File: config.mk
export PLATFORM = sky130hd
export DESIGN_NAME = load_align_unit
export DESIGN_NICKNAME = d
export VERILOG_FILES = /design/src/rtl/load_align_unit.sv
export SDC_FILE = /design/constraint.sdc
export NUM_CORES = 1
export LEC_CHECK = 0
export CAP_MARGIN = 25
export CORE_ASPECT_RATIO = 1.75
export CORE_MARGIN = 4
export CORE_UTILIZATION = 30
export DETAILED_ROUTE_END_ITERATION = 6
export DONT_BUFFER_PORTS = 1
export HOLD_SLACK_MARGIN = 0.15
export PLACE_DENSITY = 0.5
export REMOVE_ABC_BUFFERS = 1
export SLEW_MARGIN = 20
export SYNTH_ARGS = -nofsm -noshare
export SYNTH_HDL_FRONTEND = slang
export SYNTH_SLANG_ARGS = --single-unit
File: constraint.sdc
create_clock -name clk -period 4.4 [get_ports clk]
set_input_delay 0.66 -clock clk [delete_from_list [all_inputs] [get_ports clk]]
set_output_delay 0.66 -clock clk [all_outputs]
set_load 0.03 [all_outputs]
File: src/rtl/load_align_unit.sv
// MEM-stage load engine: word-aligned read over req/ack, then extract/extend/merge into Dout.
// Done arrives two cycles after Start when the ack is immediate; Busy stalls the pipe while the read is outstanding.
module load_align_unit #(
  parameter int TIMEOUT = 255,
  parameter int CNT_W   = 8
) (
  input  logic        clk,
  input  logic        reset,
  input  logic        Start,
  input  logic [31:0] Adr,
  input  logic [2:0]  LdCtrl,
  input  logic [31:0] RtOld,
  output logic        MemReq,
  output logic [31:0] MemAdr,
  input  logic        MemAck,
  input  logic [31:0] MemRData,
  output logic        Busy,
  output logic        Done,
  output logic [31:0] Dout,
  output logic        AdEL,
  output logic        BusErr
);

  localparam logic [2:0] LD_LW   = 3'd0;
  localparam logic [2:0] LD_LH   = 3'd1;
  localparam logic [2:0] LD_LHU  = 3'd2;
  localparam logic [2:0] LD_LB   = 3'd3;
  localparam logic [2:0] LD_LBU  = 3'd4;
  localparam logic [2:0] LD_LWL  = 3'd5;
  localparam logic [2:0] LD_LWR  = 3'd6;
  localparam logic [2:0] LD_NONE = 3'd7;

  localparam logic [CNT_W-1:0] CNT_LAST = CNT_W'(TIMEOUT - 1);

  typedef enum logic [1:0] {S_IDLE, S_WAIT, S_DONE} state_t;

  state_t state, state_nxt;

  logic [1:0]       lane;
  logic [2:0]       ctrl;
  logic [31:0]      rt_old;
  logic [CNT_W-1:0] cnt;
  logic             misaligned;
  logic             accept;
  logic             timeout;
  logic [31:0]      result;
  logic [15:0]      half_sel;
  logic [7:0]       byte_sel;
  logic [4:0]       shl;
  logic [4:0]       shr;

  always_comb begin
    misaligned = 1'b0;
    case (LdCtrl)
      LD_LW:          misaligned = (Adr[1:0] != 2'b00);
      LD_LH, LD_LHU:  misaligned = Adr[0];
      default:        misaligned = 1'b0;
    endcase
  end

  assign accept  = (state == S_IDLE) && Start && (LdCtrl != LD_NONE) && !misaligned;
  assign timeout = (cnt == CNT_LAST);
  assign Busy    = accept || (state == S_WAIT);

  always_ff @(posedge clk) begin
    if (reset) state <= S_IDLE;
    else       state <= state_nxt;
  end

  always_comb begin
    state_nxt = state;
    case (state)
      S_IDLE: if (accept) state_nxt = S_WAIT;
      S_WAIT: begin
        // Ack takes priority over a timeout landing on the same cycle.
        if (MemAck)       state_nxt = S_DONE;
        else if (timeout) state_nxt = S_IDLE;
      end
      S_DONE:  state_nxt = S_IDLE;
      default: state_nxt = S_IDLE;
    endcase
  end

  // Shift amounts for the unaligned merges: 8*(3-b) and 8*b.
  assign shl = {~lane, 3'b000};
  assign shr = {lane, 3'b000};

  always_comb begin
    half_sel = lane[1] ? MemRData[31:16] : MemRData[15:0];
    byte_sel = MemRData[7:0];
    case (lane)
      2'd0:    byte_sel = MemRData[7:0];
      2'd1:    byte_sel = MemRData[15:8];
      2'd2:    byte_sel = MemRData[23:16];
      default: byte_sel = MemRData[31:24];
    endcase
    result = MemRData;
    case (ctrl)
      LD_LW:   result = MemRData;
      LD_LH:   result = {{16{half_sel[15]}}, half_sel};
      LD_LHU:  result = {16'h0000, half_sel};
      LD_LB:   result = {{24{byte_sel[7]}}, byte_sel};
      LD_LBU:  result = {24'h000000, byte_sel};
      LD_LWL:  result = (MemRData << shl) | (rt_old & ((32'd1 << shl) - 32'd1));
      LD_LWR:  result = (MemRData >> shr) | (rt_old & ~(32'hFFFF_FFFF >> shr));
      default: result = MemRData;
    endcase
  end

  always_ff @(posedge clk) begin
    if (reset) begin
      MemReq <= 1'b0;
      MemAdr <= 32'h0;
      Done   <= 1'b0;
      AdEL   <= 1'b0;
      BusErr <= 1'b0;
      Dout   <= 32'h0;
      cnt    <= '0;
      lane   <= 2'b00;
      ctrl   <= LD_NONE;
      rt_old <= 32'h0;
    end else begin
      Done   <= 1'b0;
      AdEL   <= 1'b0;
      BusErr <= 1'b0;
      case (state)
        S_IDLE: begin
          cnt <= '0;
          if (Start && (LdCtrl != LD_NONE) && misaligned) AdEL <= 1'b1;
          if (accept) begin
            MemReq <= 1'b1;
            MemAdr <= {Adr[31:2], 2'b00};
            lane   <= Adr[1:0];
            ctrl   <= LdCtrl;
            rt_old <= RtOld;
          end
        end
        S_WAIT: begin
          cnt <= cnt + CNT_W'(1);
          if (MemAck) begin
            Dout   <= result;
            Done   <= 1'b1;
            MemReq <= 1'b0;
          end else if (timeout) begin
            BusErr <= 1'b1;
            MemReq <= 1'b0;
          end
        end
        default: ;
      endcase
    end
  end

endmodule
==> flow_summary.json <==
{
  "drive_above_1_share_pct": 9.14,
  "critPathBufInv": 0,
  "hpwlAfterDp_mm": 14.9,
  "hold_buffers": 0,
  "vias_per_cell": 5.40,
  "tns_ns": 0,
  "num_vias": 5439,
  "ctsHtreeMaxLevel": 4,
  "ys.flop_type": "dfxtp_1",
  "post-route-period-util_pct": 59.4,
  "power_density_nw_per_um2": 433,
  "worstPathRequired_ns": 3.74,
  "drv_slew": 0,
  "peakVddDrop_mv": 0.203,
  "synth_top_family_by_area": "simple AND/OR/NAND/NOR gates",
  "worst-r2r-cell-count": 7,
  "drc_errors": 1,
  "start_util_pct": 30.3,
  "top_level_ports": 172,
  "path_cells": "nor2_1 -> nand3_1 -> o21ai_0",
  "yosys_warnings": 0,
  "clk_latency_ns": 0.42,
  "die_h_um": 200,
  "slowest_stage": "o21ai_0",
  "path_delay_family": "compound AO/OA/AOI/OAI gates",
  "diodes": 0,
  "r2r-start": "lane[0]",
  "grt_max_degree": 81,
  "grt_antenna_before_repair": 0,
  "worstMarginPinSlew_ns": 1.04,
  "synth-simple-area-share_pct": 20.1,
  "die_x_um": 118,
  "ys_types": 55,
  "wire_per_inst_um": 21.2,
  "met3_usage_pct": 6.68,
  "cts.sink_count": 113,
  "min_from": "reset",
  "nNetsFinal": 848,
  "io_buffer_count": 0,
  "finalCriticalPeriod_ns": 2.61,
  "setup_viol": 0,
  "place.gp.congestion": 0.836,
  "async_flop_share_pct": 0,
  "muxShareOfSynthArea_pct": 19.8,
  "worstHoldPathCells": 1,
  "whs_ns": 0.303,
  "cp.arrival_ns": 1.95,
  "clock_skew_ns": 0.00641,
  "max_freq_ghz": 0.382,
  "synth_seq_cells": 113,
  "rows": 70,
  "ant_nets": 0,
  "area_growth_pct": 11.4,
  "core-area_um2": 20800,
  "seq_area_frac_synth_pct": 35.8,
  "violations": "DRC",
  "r2r_setup_slack_ns": 1.87,
  "cts_buffers": 17,
  "rr_endpoint": "Dout[15]",
  "finalPower_mw": 3.05,
  "clkSlewWorstSetupHoldPaths_ns": 0.06,
  "gr-usage-all-layers_pct": 17.9,
  "maxSlewHeadroom_pct": 30.7,
  "path_class": "register to primary output",
  "synthAdderAreaFrac_pct": 0.594,
  "hp-class": "primary input to register",
  "drtPass1Iterations": 7,
  "syn_inst": 770,
  "cts_tree": "built",
  "synth_edf_count": 0,
  "rsz0062_at_grt": "no",
  "drv_cap": 0,
  "grt_pass1_vias": 5486,
  "dieArea_um2": 23500,
  "mappedNetlistArea_um2": 6320,
  "clockBufferDepth": 2,
  "root_buffer": "clkbuf_16",
  "grt_use_met2_pct": 32.9,
  "grt_busiest_layer": "met2",
  "synthXorXnorAreaFrac_pct": 0.693,
  "cts_setup_buffers": 0,
  "drt_iter0_markers": 366,
  "slowest_delay_ns": 0.78,
  "grt_pass1_wl_mm": 32.1,
  "worstSetupStartpointType": "register",
  "cts-resized-gates": 0,
  "leakage_nw": 2.51,
  "hold_viol": 0,
  "wl_mm": 21.3,
  "use_met1_pct": 17.7,
  "synth_compound_area_share_pct": 18.0,
  "path_max_fanout": 11,
  "end_kind": "primary output",
  "holdPathEnd": "cnt[5]",
  "grt_overflow": 0,
  "avgSynthCellArea_um2": 8.21,
  "status": "complete, but fails checks"
}
## layer usage
layer / vias to the layer above / routed length [um]
li1: 2682 / -
met5: - / 0
met1: 2536 / 7590
met3: 45 / 1660
met2: 176 / 11300
met4: 0 / 784
## metrics by stage
stage	utilization (%)	setup WS [ns]	instance area, um2	instances
6_report	33.8	1.79	7040	1007
5_1_grt	33.8	1.65	7040	1007
4_1_cts	33.8	1.74	7040	1007
3_5_place_dp	30.9	1.90	6450	975
3_3_place_gp	30.9	1.92	6440	974
2_1_floorplan	-	0.394	6040	713
## report_power, final
part	total, mW	switching [mW]	leakage [nW]	internal (mW)
clock network	1.39	0.497	0.281	0.889
registers	1.24	0.149	0.923	1.09
logic	0.423	0.257	1.30	0.166
## flip-flops by register name (all words and copies together) (netlist names)
signal	count
BusErr	1
lane	2
MemReq	1
ctrl	3
AdEL	1
state	2
rt_old	32
MemAdr	30
Done	1
Dout	32
cnt	8
## cell type report
| cell class | count | area (um2) |
|---|---|---|
| Timing Repair Buffer | 10 | 87.6 |
| Clock buffer | 23 | 488 |
| Tap cell | 252 | 315 |
| Fill cell | 2196 | 13800 |
| Inverter | 8 | 32.5 |
| Clock inverter | 9 | 105 |
| Multi-Input combinational cell | 592 | 3750 |
| Sequential cell | 113 | 2260 |
## synthesized netlist by cell type (4+ instances only)
cell      count  area share, %
a221o_1       7            1.1
mux2_2       11            2.0
o21ai_1       8           0.63
mux2_1        5           0.89
nor2b_1       4           0.40
a31oi_1      11            1.1
o22ai_1      13            1.3
o211ai_1     13            1.5
buf_4        12            1.4
a221oi_1     21            2.9
or3_1        12            1.2
nor3_1        8           0.63
nor2_1       55            3.3
nand2b_1     12            1.2
dfxtp_1     113             36
a222oi_1      6           0.95
clkbuf_1     27            1.6
o21ai_0      44            3.5
inv_1         7           0.42
buf_2        19            1.5
nand2_1     172             10
nand3_1      13            1.0
a21oi_1      19            1.5
mux2i_1     107             17
## cell usage in the layout (no fill, tap or decap), drive strengths merged, types with 13 or more instances in the layout
master  count
a21oi      21
a221oi     22
clkbuf     23
dfxtp     113
mux2       16
mux2i     107
nand2     173
nand3      13
nor2       58
o211ai     13
o21ai      52
o22ai      13
## how the worst max path moves through the flow
| stage | start | to | cells after the start |
|---|---|---|---|
| after detailed placement | lane[0] | Dout[15] | 7 |
| after CTS | state[1] | Busy | 3 |
| after global routing | state[1] | Busy | 3 |
| after floorplan | Adr[1] | MemReq | 5 |
| final | state[1] | Busy | 3 |
| after global placement | lane[0] | Dout[31] | 6 |
## cells by family after synthesis
kind of cell	Yosys count
AO/OA/AOI/OAI	165
flip-flops	113
XOR/XNOR	5
other	1
multiplexers	123
AND/OR/NAND/NOR	294
adder cells (fa/ha/maj)	3
buffers and inverters	66
No activity file was read; power rests on OpenSTA's default activity.
